### config.mk
export PLATFORM = sky130hd
export DESIGN_NAME = afe_spi_multichain
export DESIGN_NICKNAME = d
export VERILOG_FILES = /design/src/rtl/afe_spi_multichain.sv
export SDC_FILE = /design/constraint.sdc
export NUM_CORES = 1
export LEC_CHECK = 0
export ABC_AREA = 1
export ABC_CLOCK_PERIOD_IN_PS = 3250
export CAP_MARGIN = 20
export CORE_MARGIN = 2
export CORE_UTILIZATION = 53
export DETAILED_ROUTE_END_ITERATION = 7
export GPL_ROUTABILITY_DRIVEN = 0
export PLACE_DENSITY = 0.81
export SLEW_MARGIN = 0
export SYNTH_ARGS = -nofsm -noshare
export SYNTH_HDL_FRONTEND = slang
export SYNTH_SLANG_ARGS = --single-unit
### constraint.sdc
create_clock -name sysClk -period 3.25 [get_ports sysClk]
set_clock_uncertainty 0.1 [all_clocks]
set_input_delay 0.4875 -clock sysClk [delete_from_list [all_inputs] [get_ports sysClk]]
set_output_delay 0.4875 -clock sysClk [all_outputs]
set_load 0.05 [all_outputs]
### src/rtl/afe_spi_multichain.sv
// N independent write-only SPI chains (SCLK/SDI/LE) fed from one CSR write port.
// Optional SDO readback capture when AFE_SPI_READBACK_EN is defined.
module afe_spi_multichain #(
  parameter int CHANNEL_COUNT = 2,
  parameter int DATA_WIDTH    = 24,
  parameter int SYSCLK_RATE   = 99999001,
  parameter int SPI_CLK_RATE  = 10000000,
  localparam int CW = (CHANNEL_COUNT > 1) ? $clog2(CHANNEL_COUNT) : 1
) (
  input  logic                                sysClk,
  input  logic                                sysReset,
  input  logic                                writeStrobe,
  input  logic [CW-1:0]                       writeChannel,
  input  logic [DATA_WIDTH-1:0]               writeData,
  output logic [CHANNEL_COUNT-1:0]            busy,
  output logic [CHANNEL_COUNT-1:0]            overrun,
  output logic [CHANNEL_COUNT*DATA_WIDTH-1:0] readData,
  output logic [CHANNEL_COUNT-1:0]            spiClk,
  output logic [CHANNEL_COUNT-1:0]            spiSdi,
  output logic [CHANNEL_COUNT-1:0]            spiLe,
  input  logic [CHANNEL_COUNT-1:0]            spiSdo
);

  localparam longint H_L =
    (longint'(SYSCLK_RATE) + 2 * longint'(SPI_CLK_RATE) - 1) /
    (2 * longint'(SPI_CLK_RATE));
  localparam int H    = (H_L < 1) ? 1 : int'(H_L);
  localparam int CNTW = $clog2(2 * H);
  localparam int BW   = $clog2(DATA_WIDTH);

  localparam logic [CNTW-1:0] H_M1     = CNTW'(H - 1);
  localparam logic [CNTW-1:0] LE_M1    = CNTW'(2 * H - 1);
  localparam logic [BW-1:0]   BIT_LAST = BW'(DATA_WIDTH - 1);

  typedef enum logic [1:0] {
    S_IDLE,
    S_SHIFT,
    S_LATCH,
    S_GAP
  } state_t;

  for (genvar g = 0; g < CHANNEL_COUNT; g++) begin : g_ch
    state_t                r_st, w_st_n;
    logic [CNTW-1:0]       r_cnt, w_cnt_n;
    logic                  r_ph, w_ph_n;
    logic [BW-1:0]         r_bit, w_bit_n;
    logic [DATA_WIDTH-1:0] r_sh, w_sh_n;
    logic                  r_ovr, w_ovr_n;
    logic                  w_sel;
`ifdef AFE_SPI_READBACK_EN
    logic [DATA_WIDTH-1:0] r_cap, w_cap_n;
    logic [DATA_WIDTH-1:0] r_rd, w_rd_n;
`endif

    // Out-of-range indices match no chain and are dropped silently
    assign w_sel = writeStrobe && (writeChannel == CW'(g));

    always_ff @(posedge sysClk or posedge sysReset) begin
      if (sysReset) begin
        r_st  <= S_IDLE;
        r_cnt <= '0;
        r_ph  <= 1'b0;
        r_bit <= '0;
        r_sh  <= '0;
        r_ovr <= 1'b0;
`ifdef AFE_SPI_READBACK_EN
        r_cap <= '0;
        r_rd  <= '0;
`endif
      end else begin
        r_st  <= w_st_n;
        r_cnt <= w_cnt_n;
        r_ph  <= w_ph_n;
        r_bit <= w_bit_n;
        r_sh  <= w_sh_n;
        r_ovr <= w_ovr_n;
`ifdef AFE_SPI_READBACK_EN
        r_cap <= w_cap_n;
        r_rd  <= w_rd_n;
`endif
      end
    end

    always_comb begin
      w_st_n  = r_st;
      w_cnt_n = r_cnt + 1'b1;
      w_ph_n  = r_ph;
      w_bit_n = r_bit;
      w_sh_n  = r_sh;
      w_ovr_n = r_ovr;
`ifdef AFE_SPI_READBACK_EN
      w_cap_n = r_cap;
      w_rd_n  = r_rd;
      // Sample SDO during the first sysClk cycle of each SCLK high phase
      if (r_st == S_SHIFT && r_ph && r_cnt == '0)
        w_cap_n = {r_cap[DATA_WIDTH-2:0], spiSdo[g]};
`endif
      unique case (r_st)
        S_IDLE: begin
          w_cnt_n = '0;
          if (w_sel) begin
            w_st_n  = S_SHIFT;
            w_ph_n  = 1'b0;
            w_bit_n = '0;
            w_sh_n  = writeData;
            w_ovr_n = 1'b0;
          end
        end
        S_SHIFT: begin
          if (r_cnt == H_M1) begin
            w_cnt_n = '0;
            if (!r_ph) begin
              w_ph_n = 1'b1;
            end else begin
              w_ph_n = 1'b0;
              if (r_bit == BIT_LAST) begin
                w_st_n = S_LATCH;
`ifdef AFE_SPI_READBACK_EN
                w_rd_n = w_cap_n;
`endif
              end else begin
                w_bit_n = r_bit + 1'b1;
                w_sh_n  = r_sh << 1;
              end
            end
          end
        end
        S_LATCH: begin
          if (r_cnt == LE_M1) begin
            w_st_n  = S_GAP;
            w_cnt_n = '0;
          end
        end
        S_GAP: begin
          if (r_cnt == H_M1) begin
            w_st_n  = S_IDLE;
            w_cnt_n = '0;
          end
        end
        default: w_st_n = S_IDLE;
      endcase
      if (w_sel && r_st != S_IDLE)
        w_ovr_n = 1'b1;
    end

    assign busy[g]    = (r_st != S_IDLE);
    assign overrun[g] = r_ovr;
    assign spiClk[g]  = (r_st == S_SHIFT) && r_ph;
    assign spiSdi[g]  = (r_st == S_SHIFT) && r_sh[DATA_WIDTH-1];
    assign spiLe[g]   = (r_st == S_LATCH);
`ifdef AFE_SPI_READBACK_EN
    assign readData[g*DATA_WIDTH +: DATA_WIDTH] = r_rd;
`endif
  end

`ifndef AFE_SPI_READBACK_EN
  logic w_unused_sdo;
  assign w_unused_sdo = ^spiSdo;
  assign readData = '0;
`endif

endmodule
==> results.tsv <==
stage	metric	value	unit
global_route	vias in the first global route	3551	
timing	final setup TNS	0	ns
cts	CTS Root Cell	clkbuf_8	
timing	Hold WS	0.393	ns
synth	post-synthesis sequential area ratio	40.5	%
power	Power Dens Cells	899	nW/µm²
timing	final period utilization	85.4	%
cts	clk sink count	74	
cts	Hold Buf Count CTS	0	
drt	Vias/cell	4.91	
job	max capacitance violation total	0	
cts	CTS Buf Count	9	
timing	final hold viol count	0	
cts	Worst-Skew Late Latency	0.34	ns
timing	RSZ-0062 raised after global routing	no	
layout	diode count	0	
worst_setup_path	max incr delay on CP	0.64	ns
timing	# setup viols final	0	
synth	syn avg cell area	7.44	µm²
layout	layout cells sized above 1	6.88	%
synth	total number of yosys warnings	0	
floorplanning	num ports	88	
worst_setup_path	Critical Path Sink Type	register	
timing	Relative slew margins	51.9	%
synth	Post-Syn Instances	615	
min_path	Min-Delay Path Class	register to register	
worst_setup_path	slowest cell on the critical path	nor2_4	
worst_setup_path	CP Launch Type	register	
global_route	largest net degree at the start of global routing	46	
worst_setup_path	Worst Setup Path Type	register to register	
floorplanning	Core ar.	8300	µm²
worst_setup_path	Top delay family on crit path	simple AND/OR/NAND/NOR gates	
power	maximum VDD drop	0.000419	V
layout	Nets	682	
synth	Cell Area, Synth	4570	µm²
timing	Final Max Tran Viols	0	
drt	Final ANT Viol Nets	0	
placement	Post-Place Cells	729	
placement	DP Worst Slack	0.477	ns
timing	Setup WS post-layout	0.473	ns
placement	dpl hpwl	6.01	mm
outcome	status	finished, final reports clean	
cts	CTS Buffer Depth	2	
cts	Post-CTS Setup Bufs	0	
global_route	grt ovf	0	
synth	Distinct cells, synth	23	
drt	# DRC	0	
timing	f_max	360	MHz
global_route	first-pass GRT wire length	15.8	mm
layout	Area Overhead vs Synth	9.71	%
synth	#FFs+latches synth	74	
floorplanning	Die Span Y	96.9	µm
worst_setup_path	Worst Path Arrival	2.96	ns
floorplanning	width of the die	96.9	µm
floorplanning	Initial Util	55.1	%
global_route	Total GRT Usage	19.7	%
drt	DRT Pass-1 Iters	4	
placement	Port Buffers	37	
worst_setup_path	cell seen most often among critical-path stages	nand2_1	
drt	Via Count	3657	
drt	final wirelength	8.95	mm
cts	CTS tree	yes	
timing	Worst-Margin Slew	0.721	ns
drt	1st-iter DRT viols	248	
floorplanning	FP Rows	33	
layout	most common cell after layout, fill and taps aside	nand2_1	
power	Power Total	4.51	mW
worst_setup_path	critical path buffer and inverter count	2	
cts	Gates resized, CTS repair	0	
cts	clock-pin slew on the worst setup and hold paths	0.08	ns
drt	WL/cell	12.0	µm
layout	most frequent cells in the layout	nand2_1 (206), o21ai_0 (106), dfrtp_1 (74)	
cts	H-tree Lvls	3	
worst_setup_path	crit-path max FO	32	
global_route	initial antenna violation count	0	
layout	Fill cells	690	
power	P_leak	2.64	nW
floorplanning	Die ar.	9390	µm²
timing	fin crit period	2.78	ns
worst_setup_path	required time of the critical path	3.43	ns
layout	Finished Layout Cells	745	
worst_setup_path	CP Cell Sequence	inv_1, ha_1, inv_4, nand2_1, nand3_4, nor2_4, nand2_1, nand2_1	
sequential cells by signal (all words and copies together), names as in the netlist:
| name | flops |
|---|---|
| g_ch.r_cnt | 8 |
| g_ch.r_ph | 2 |
| g_ch.r_bit | 10 |
| g_ch.r_ovr | 2 |
| g_ch.r_sh | 48 |
| g_ch.r_st | 4 |
kinds of logic after synthesis:
family,share of synthesized area [%]
AND/OR/NAND/NOR,23.1
buffers and inverters,17.5
AO/OA/AOI/OAI,13.1
flip-flops,40.5
adder cells (fa/ha/maj),4.65
XOR/XNOR,1.15
other,0.0820
worst paths after layout:
kind | from | endpoint | slack [ns] | depth (start not counted)
worst min-delay path | g_ch[1].r_sh[2]$_DFFE_PP0P_ | g_ch[1].r_sh[2]$_DFFE_PP0P_ | 0.39 | 2
worst min register to register | g_ch[1].r_sh[2]$_DFFE_PP0P_ | g_ch[1].r_sh[2]$_DFFE_PP0P_ | 0.39 | 2
worst max-delay path | g_ch[0].r_st[1]$_DFFE_PP0P_ | g_ch[0].r_sh[16]$_DFFE_PP0P_ | 0.47 | 8
min in group asynchronous | sysReset | g_ch[1].r_ovr$_DFFE_PP0P_ | 0.46 | 2
worst max register to register | g_ch[0].r_st[1]$_DFFE_PP0P_ | g_ch[0].r_sh[16]$_DFFE_PP0P_ | 0.47 | 8
max in group asynchronous | sysReset | g_ch[0].r_sh[22]$_DFFE_PP0P_ | 1.92 | 3
where the power goes:
group          switching, mW  internal (mW)
Sequential             0.187           1.27
Combinational           1.58          0.663
Clock                  0.358          0.455
Total                   2.12           2.39
synthesized netlist by cell type:
cell      instances  share of area [%]
buf_4            54                8.9
xor2_1            6                1.1
nor2_4            2               0.49
buf_2             2               0.22
nand3_1          16                1.8
nand3_4           2               0.77
nand2_1         206                 17
or2_2             2               0.27
o21bai_1          2               0.33
nand2_2           6               0.82
o21ai_0         106                 12
conb_1            1              0.082
buf_6             6                1.5
nor3_1            4               0.44
ha_1             17                4.6
inv_2             2               0.16
inv_4             2               0.27
o21ai_4           2               0.71
o21ai_1           4               0.44
inv_1            61                5.0
dfrtp_1          74                 40
nor2_1           20                1.6
clkbuf_1         18                1.5
metal layers:
metal  GRT usage, %  share of wire [%]  wire length [µm]  vias up
li1               -                  -                 -     1852
met3           2.38                4.1               366        7
met4           6.07               0.67                60        0
met1           24.3                 44              3920     1716
met2           35.9                 51              4600       82
met5              0                  0                 0        -
worst reg2reg max path, stage by stage (launching register included):
cell and delay, ns:
dfrtp_1 0.43, inv_1 0.12, ha_1 0.63, inv_4 0.12, nand2_1 0.14, nand3_4 0.28
nor2_4 0.65, nand2_1 0.14, nand2_1 0.11
metrics by stage:
| stage | util (%) | area (µm²) |
|---|---|---|
| 2_1_floorplan | - | 4750 |
| 3_3_place_gp | 57.7 | 4790 |
| 3_5_place_dp | 57.7 | 4790 |
| 4_1_cts | 60.5 | 5020 |
| 5_1_grt | 60.5 | 5020 |
| 6_report | 60.5 | 5020 |
cell type report:
class	count	area [µm²]	share of cell area, %
multi-input cells	443	2100	41.8
flip-flops and latches	74	1850	36.9
repair buffers	42	460	9.17
inverters	65	249	4.96
clock buffers	10	138	2.74
well taps	105	131	2.62
clock inverters	6	88.8	1.77
Power figures use the tool's default switching activity.
